`src/rtl/action_pkg.sv`:
```
// action_pkg: channel FSM states, action indices, counter width and a lowest-set-bit helper
package action_pkg;
    typedef enum logic [1:0] {ST_IDLE, ST_CONFIRM, ST_FIRE, ST_COOLDOWN} state_e;
    localparam int ACT_PUNCH = 0;
    localparam int ACT_KICK  = 1;
    localparam int COUNT_W   = 8;
    function automatic logic [3:0] lowest_idx(input logic [15:0] v);
        logic [3:0] idx;
        idx = 4'd0;
        for (int i = 15; i >= 0; i--)
            if (v[i]) idx = 4'(i);
        return idx;
    endfunction
endpackage

```
`src/rtl/action_event_filter_if.sv`:
```
// action_event_filter_if: filter bus; master drives frame_tick/enable/clear_counts/raw_act, slave drives act_pulse/cooling/act_count
interface action_event_filter_if #(
    parameter int NUM_PLAYERS = 2,
    parameter int NUM_ACTIONS = 2
);
    import action_pkg::*;
    logic                               frame_tick;
    logic                               enable;
    logic                               clear_counts;
    logic [NUM_PLAYERS*NUM_ACTIONS-1:0] raw_act;
    logic [NUM_PLAYERS*NUM_ACTIONS-1:0] act_pulse;
    logic [NUM_PLAYERS-1:0]             cooling;
    logic [NUM_PLAYERS*COUNT_W-1:0]     act_count;
    modport master (
        output frame_tick, enable, clear_counts, raw_act,
        input  act_pulse, cooling, act_count
    );
    modport slave (
        input  frame_tick, enable, clear_counts, raw_act,
        output act_pulse, cooling, act_count
    );
endinterface

```
`src/rtl/action_channel_fsm.sv`:
```
// action_channel_fsm: one player's debounce/cooldown FSM; in: clk_65mhz, reset, frame_tick, enable, clear_counts, raw_act; out: act_pulse, cooling, act_count
module action_channel_fsm
    import action_pkg::*;
#(
    parameter int NUM_ACTIONS     = 2,
    parameter int CONFIRM_FRAMES  = 3,
    parameter int COOLDOWN_FRAMES = 15
) (
    input  logic                   clk_65mhz,
    input  logic                   reset,
    input  logic                   frame_tick,
    input  logic                   enable,
    input  logic                   clear_counts,
    input  logic [NUM_ACTIONS-1:0] raw_act,
    output logic [NUM_ACTIONS-1:0] act_pulse,
    output logic                   cooling,
    output logic [COUNT_W-1:0]     act_count
);
    state_e                 state_q, state_d;
    logic [3:0]             cand_q, cand_d;
    logic [7:0]             cnt_q, cnt_d;
    logic [NUM_ACTIONS-1:0] pulse_q, pulse_d;
    logic                   cool_q, cool_d;
    logic [COUNT_W-1:0]     count_q, count_d;
    logic [15:0]            raw_w;
    assign raw_w = 16'(raw_act);
    always_comb begin
        state_d = state_q;
        cand_d  = cand_q;
        cnt_d   = cnt_q;
        if (!enable) begin
            state_d = ST_IDLE;
            cand_d  = '0;
            cnt_d   = '0;
        end else begin
            case (state_q)
                ST_IDLE: if (frame_tick && |raw_act) begin
                    cand_d  = lowest_idx(raw_w);
                    cnt_d   = 8'd1;
                    state_d = CONFIRM_FRAMES == 1 ? ST_FIRE : ST_CONFIRM;
                end
                ST_CONFIRM: if (frame_tick) begin
                    cnt_d   = raw_w[cand_q] ? cnt_q + 8'd1 : 8'd0;
                    state_d = !raw_w[cand_q] ? ST_IDLE :
                              cnt_d == 8'(CONFIRM_FRAMES) ? ST_FIRE : ST_CONFIRM;
                end
                ST_FIRE: begin
                    cnt_d   = '0;
                    state_d = COOLDOWN_FRAMES == 0 ? ST_IDLE : ST_COOLDOWN;
                end
                default: if (frame_tick) begin
                    cnt_d   = cnt_q + 8'd1 == 8'(COOLDOWN_FRAMES) ? 8'd0 : cnt_q + 8'd1;
                    state_d = cnt_q + 8'd1 == 8'(COOLDOWN_FRAMES) ? ST_IDLE : ST_COOLDOWN;
                end
            endcase
        end
        // outputs are registered: decode them from the state being entered
        pulse_d = state_d == ST_FIRE ? NUM_ACTIONS'(16'd1 << cand_d) : '0;
        cool_d  = state_d == ST_COOLDOWN;
        count_d = clear_counts ? '0 :
                  (state_d == ST_FIRE && count_q != '1) ? count_q + COUNT_W'(1) : count_q;
    end
    always_ff @(posedge clk_65mhz) begin
        if (reset) begin
            state_q <= ST_IDLE;
            cand_q  <= '0;
            cnt_q   <= '0;
            pulse_q <= '0;
            cool_q  <= 1'b0;
            count_q <= '0;
        end else begin
            state_q <= state_d;
            cand_q  <= cand_d;
            cnt_q   <= cnt_d;
            pulse_q <= pulse_d;
            cool_q  <= cool_d;
            count_q <= count_d;
        end
    end
    assign act_pulse = pulse_q;
    assign cooling   = cool_q;
    assign act_count = count_q;
endmodule

```
`src/rtl/action_event_filter.sv`:
```
// action_event_filter: per-player action debounce/cooldown filter; ports: clk_65mhz, reset, bus (action_event_filter_if.slave)
module action_event_filter
    import action_pkg::*;
#(
    parameter int NUM_PLAYERS     = 2,
    parameter int NUM_ACTIONS     = 2,
    parameter int CONFIRM_FRAMES  = 3,
    parameter int COOLDOWN_FRAMES = 15
) (
    input logic                  clk_65mhz,
    input logic                  reset,
    action_event_filter_if.slave bus
);
    logic [NUM_PLAYERS*NUM_ACTIONS-1:0] pulse_w;
    logic [NUM_PLAYERS-1:0]             cool_w;
    logic [NUM_PLAYERS*COUNT_W-1:0]     count_w;
    for (genvar p = 0; p < NUM_PLAYERS; p++) begin : g_ch
        action_channel_fsm #(
            .NUM_ACTIONS     (NUM_ACTIONS),
            .CONFIRM_FRAMES  (CONFIRM_FRAMES),
            .COOLDOWN_FRAMES (COOLDOWN_FRAMES)
        ) u_ch (
            .clk_65mhz    (clk_65mhz),
            .reset        (reset),
            .frame_tick   (bus.frame_tick),
            .enable       (bus.enable),
            .clear_counts (bus.clear_counts),
            .raw_act      (bus.raw_act[p*NUM_ACTIONS +: NUM_ACTIONS]),
            .act_pulse    (pulse_w[p*NUM_ACTIONS +: NUM_ACTIONS]),
            .cooling      (cool_w[p]),
            .act_count    (count_w[p*COUNT_W +: COUNT_W])
        );
    end
    assign bus.act_pulse = pulse_w;
    assign bus.cooling   = cool_w;
    assign bus.act_count = count_w;
endmodule

```
`src/flat_wrapper.sv`:
```
// flat-port wrapper written by rule: the top's interface ports become plain ports
module action_event_filter_flat import action_pkg::*;
#(
    parameter int NUM_PLAYERS     = 2,
    parameter int NUM_ACTIONS     = 2,
    parameter int CONFIRM_FRAMES  = 3,
    parameter int COOLDOWN_FRAMES = 15
)
  (clk_65mhz, reset, bus_frame_tick, bus_enable, bus_clear_counts, bus_raw_act, bus_act_pulse, bus_cooling, bus_act_count);
  action_event_filter_if #(.NUM_PLAYERS(NUM_PLAYERS), .NUM_ACTIONS(NUM_ACTIONS)) bus_i ();
  input logic clk_65mhz;
  input logic reset;
  input wire logic [$bits(bus_i.frame_tick)-1:0] bus_frame_tick;
  input wire logic [$bits(bus_i.enable)-1:0] bus_enable;
  input wire logic [$bits(bus_i.clear_counts)-1:0] bus_clear_counts;
  input wire logic [$bits(bus_i.raw_act)-1:0] bus_raw_act;
  output wire logic [$bits(bus_i.act_pulse)-1:0] bus_act_pulse;
  output wire logic [$bits(bus_i.cooling)-1:0] bus_cooling;
  output wire logic [$bits(bus_i.act_count)-1:0] bus_act_count;
  assign bus_i.frame_tick = bus_frame_tick;
  assign bus_i.enable = bus_enable;
  assign bus_i.clear_counts = bus_clear_counts;
  assign bus_i.raw_act = bus_raw_act;
  assign bus_act_pulse = bus_i.act_pulse;
  assign bus_cooling = bus_i.cooling;
  assign bus_act_count = bus_i.act_count;
  action_event_filter #(.NUM_PLAYERS(NUM_PLAYERS), .NUM_ACTIONS(NUM_ACTIONS), .CONFIRM_FRAMES(CONFIRM_FRAMES), .COOLDOWN_FRAMES(COOLDOWN_FRAMES)) u_core (.clk_65mhz(clk_65mhz), .reset(reset), .bus(bus_i));
endmodule
```
`config.mk`:
```
export PLATFORM = sky130hd
export DESIGN_NAME = action_event_filter_flat
export DESIGN_NICKNAME = d
export VERILOG_FILES = /design/src/rtl/action_pkg.sv /design/src/rtl/action_event_filter_if.sv /design/src/rtl/action_channel_fsm.sv /design/src/rtl/action_event_filter.sv /design/src/flat_wrapper.sv
export SDC_FILE = /design/constraint.sdc
export NUM_CORES = 1
export LEC_CHECK = 0
export CAP_MARGIN = 30
export CELL_PAD_IN_SITES_DETAIL_PLACEMENT = 2
export CELL_PAD_IN_SITES_GLOBAL_PLACEMENT = 2
export CORE_ASPECT_RATIO = 0.7
export CORE_MARGIN = 2
export CORE_UTILIZATION = 30
export DETAILED_ROUTE_END_ITERATION = 7
export PLACE_DENSITY_LB_ADDON = 0.1
export SETUP_SLACK_MARGIN = 0.05
export SYNTH_ARGS = -nofsm -noshare
export SYNTH_HDL_FRONTEND = slang
export SYNTH_SLANG_ARGS = --single-unit
```
`constraint.sdc`:
```
create_clock -name clk_65mhz -period 2.1 [get_ports clk_65mhz]
set_input_delay 0.315 -clock clk_65mhz [delete_from_list [all_inputs] [get_ports clk_65mhz]]
set_output_delay 0.315 -clock clk_65mhz [all_outputs]
set_load 0.02 [all_outputs]
```
==> summary.txt <==
Outcome
  – Status: finished with violations
  – Failing checks: setup timing

STA
  – Setup violators final: 14
  – Slew of the pin with the lowest slew margin: 0.476 ns
  – Final worst path period share: 1.11
  – Skew final: approximately 0.0057 ns
  – Setup TNS: -1.56 ns
  – RSZ-0062 raised after global routing: yes
  – Worst slew margin: 0.678
  – Hold Fails Final Rpt: 0
  – Slew Viols, Final: 0
  – FMAX: around 430 MHz
  – Final setup margin: -0.226 ns
  – Period minus WS final: about 2.3 ns

Clock tree
  – CTS tree: built
  – Worst-skew pair later-pin latency: roughly 0.29 ns
  – CTS Buffer Depth: 2
  – Root Driver: clkbuf_16
  – Hold-fix buffers, CTS: 0
  – CTS Buf Count: 5
  – Clock-pin slew on the worst setup and hold paths: roughly 0.07 ns
  – Clock sinks: 50
  – H-tree Lvls: 2

Logic synthesis
  – Top_reg_cell synth: dfxtp_1
  – Mapped Nets: 362
  – EDFF count, synth: 0
  – Sequential-to-total area share from yosys stat: 0.357
  – Number of distinct library cells after synthesis: between 50 and 60
  – Ys Warns: 0
  – Area of the mapped netlist: ~2800 um2
  – Asr flop ratio synth: 0
  – Yosys reg bits: 50
  – Synth top area cells: dfxtp_1 (36%), nor2_1 (4.7%), a21oi_1 (4.6%)
  – Synth area leader: dfxtp_1
  – Count leader, synth: dfxtp_1
  – Post-synth top area share: 0.357
  – Post-synthesis average cell area: between 8 and 9 um2
  – Most instantiated cells after synthesis: dfxtp_1 (50), nor2_1 (35), nand2_1 (27)
  – Synth Instances: between 300 and 400

Critical path
  – Critical Path Slowest Stage Cell: or4_4
  – Crit Path Max Fanout: 5
  – Worst path max stage delay: 0.48 ns
  – Worst path cell trace: inv_4 > ha_4 > or4_4 > or4_4 > buf_6 > nor3_4 > nor2_1 > a211oi_1
  – CP arrival: approximately 2.5 ns
  – Crit start category: flip-flop
  – WP data required: 2.31 ns
  – Most common cell on crit path: or4_4
  – Critical Path Sink Type: flip-flop
  – CP Class: flip-flop to flip-flop

Routing
  – Via/cell ratio: between 5 and 6
  – DR WL/cell: 20.6 um
  – Vias: roughly 3,100
  – Initial DRC count: between 100 and 150
  – DRT Pass-1 Iters: 4
  – ANT nets after route: 0
  – Residual DRC: 0
  – Total wire length: 12.0 mm

Place
  – IO Port Bufs: 30
  – Placed cells: ~550
  – Pre-CTS setup slack: -0.550 ns
  – Placed inst area: 3750 um2
  – RePlAce Congestion: about 0.79
  – Detail Placement HPWL: 7.60 mm

Global route
  – Largest net degree at the start of global routing: 17
  – GRT Residual Overflow: 0
  – First-pass GRT wire length: around 18 mm
  – Vias in the first global route: between 3,000 and 4,000
  – Gr usage total: 0.225
  – Antenna violations before repair: 0

Finish
  – Final Instance Area: around 4400 um2
  – # diodes: 0
  – Non-filler cells, final: ~580
  – Area growth syn-to-layout: 58.1%
  – Fill cells: between 900 and 1,000
  – Share of post-route cells with drive strength above 1: 0.359
  – Register area: around 1000 um2
  – Layout Utilization: 0.489
  – Area of the multi-input gates: around 2000 um2
  – Nets: about 470

Power and ir drop
  – Int Pwr: approximately 1600 uW
  – Pwr dens: 485 nW/um2
  – Sequential power share: 0.444
  – Sw Share: 0.237
  – Worst IR drop on VDD: between 200 and 300 uV
  – Switching Power: slightly above 500 uW
  – Leak: around 0.0016 uW
  – Combinational Power Share: 0.097
  – Clock group share of total power: 0.459

Floorplanning
  – Die height: 84.9 um
  – I/O Pins: 31
  – Die ar.: 10,200 um2
  – Row cnt: 29
  – Core ar.: ~9000 um2
  – Initial Util: 0.309
  – Die extent in x: ~120 um

Worst hold path
  – HP Class: flip-flop to flip-flop

Flow run
  – Max_cap viols: 0
==> layer usage <==
| metal | routed length [um] | global-route usage | vias up | part of all wire |
|---|---|---|---|---|
| met5 | 0 | 0 | - | 0 |
| met4 | 201 | 0.0449 | 0 | 0.017 |
| met3 | 191 | 0.0302 | 16 | 0.016 |
| met2 | 6020 | 0.387 | 33 | 0.50 |
| met1 | 5620 | 0.303 | 1581 | 0.47 |
| li1 | - | - | 1495 | - |
==> logic make-up (layout without fill, tap and decap cells) <==
| logic type | after synthesis | after routing | share of synthesized area |
|---|---|---|---|
| AOI/OAI and AO/OA | 87 | 87 | 0.200 |
| buffers and inverters | 31 | 143 | 0.0544 |
| adders and majority gates | 6 | 6 | 0.0268 |
| DFF | 50 | 50 | 0.357 |
| muxes | 4 | 4 | 0.0143 |
| xor gates and xnor gates | 9 | 9 | 0.0281 |
| and+or+nand+nor | 160 | 160 | 0.319 |
==> worst max-delay path, delay by kind of cell (launching register included) <==
kind | cells | cell delay, ns
AO/OA/AOI/OAI | 1 | 0.21
adder cells (fa/ha/maj) | 1 | 0.21
buffers and inverters | 2 | 0.21
AND/OR/NAND/NOR | 4 | 1.18
flip-flops | 1 | 0.41
==> cell type report <==
class / count / share of cell area
Clock buffer: 6 / 0.0313
Clock inverter: 2 / 0.00875
Inverter: 8 / 0.00734
Multi-Input combinational cell: 266 / 0.445
Sequential cell: 50 / 0.231
Tap cell: 124 / 0.0350
Timing Repair Buffer: 127 / 0.242
==> metrics by stage <==
step	hold slack (ns)	total power [uW]
after floorplan	0.387	1050
after global placement	0.443	1150
after detailed placement	0.452	1160
after CTS	0.475	2160
after global routing	0.506	2230
final	0.499	2150
==> cell usage in the layout (no fill, tap or decap), drive strengths merged, types with 10 or more instances in the layout <==
cell type	Yosys	layout
buf	12	97
dfxtp	50	50
nor2	35	35
clkdlybuf4s50	0	27
nand2	27	27
a21oi	26	26
o21ai	20	20
nand3	13	13
and2	12	12
nand4	10	10
nor3	10	10
==> power by group through the flow <==
stage	sequential (uW)	clock (uW)	combinational [uW]
6_report	956	989	208
5_1_grt	956	1050	224
4_1_cts	957	1010	189
3_5_place_dp	980	0	179
3_3_place_gp	980	0	171
2_1_floorplan	979	0	75.9
==> sequential cells by signal, indices dropped and copies added (netlist names) <==
| signal | count |
|---|---|
| u_core.g_ch.u_ch.act_pulse | 4 |
| u_core.g_ch.u_ch.cooling | 2 |
| u_core.g_ch.u_ch.cnt_q | 16 |
| u_core.g_ch.u_ch.cand_q | 8 |
| u_core.g_ch.u_ch.act_count | 16 |
| u_core.g_ch.u_ch.state_q | 4 |
==> path summary, 6_finish.rpt <==
path | start | end | slack [ns] | cells after the start
setup / recovery | u_core.g_ch[0].u_ch.cnt_q[0] | u_core.g_ch[0].u_ch.act_count[6] | -0.23 | 8
hold / removal | u_core.g_ch[1].u_ch.cnt_q[2] | u_core.g_ch[1].u_ch.cnt_q[2] | 0.50 | 2
setup reg to reg | u_core.g_ch[0].u_ch.cnt_q[0] | u_core.g_ch[0].u_ch.act_count[6] | -0.23 | 8
hold reg to reg | u_core.g_ch[1].u_ch.cnt_q[2] | u_core.g_ch[1].u_ch.cnt_q[2] | 0.50 | 2
==> repair_timing <==
item                       4_1_cts  5_1_grt
buffers inserted                11       14
pin swaps                       17       27
resized for setup               35       41
setup endpoints to repair       28       35
Note: power is estimated with default switching activity, not from simulation.
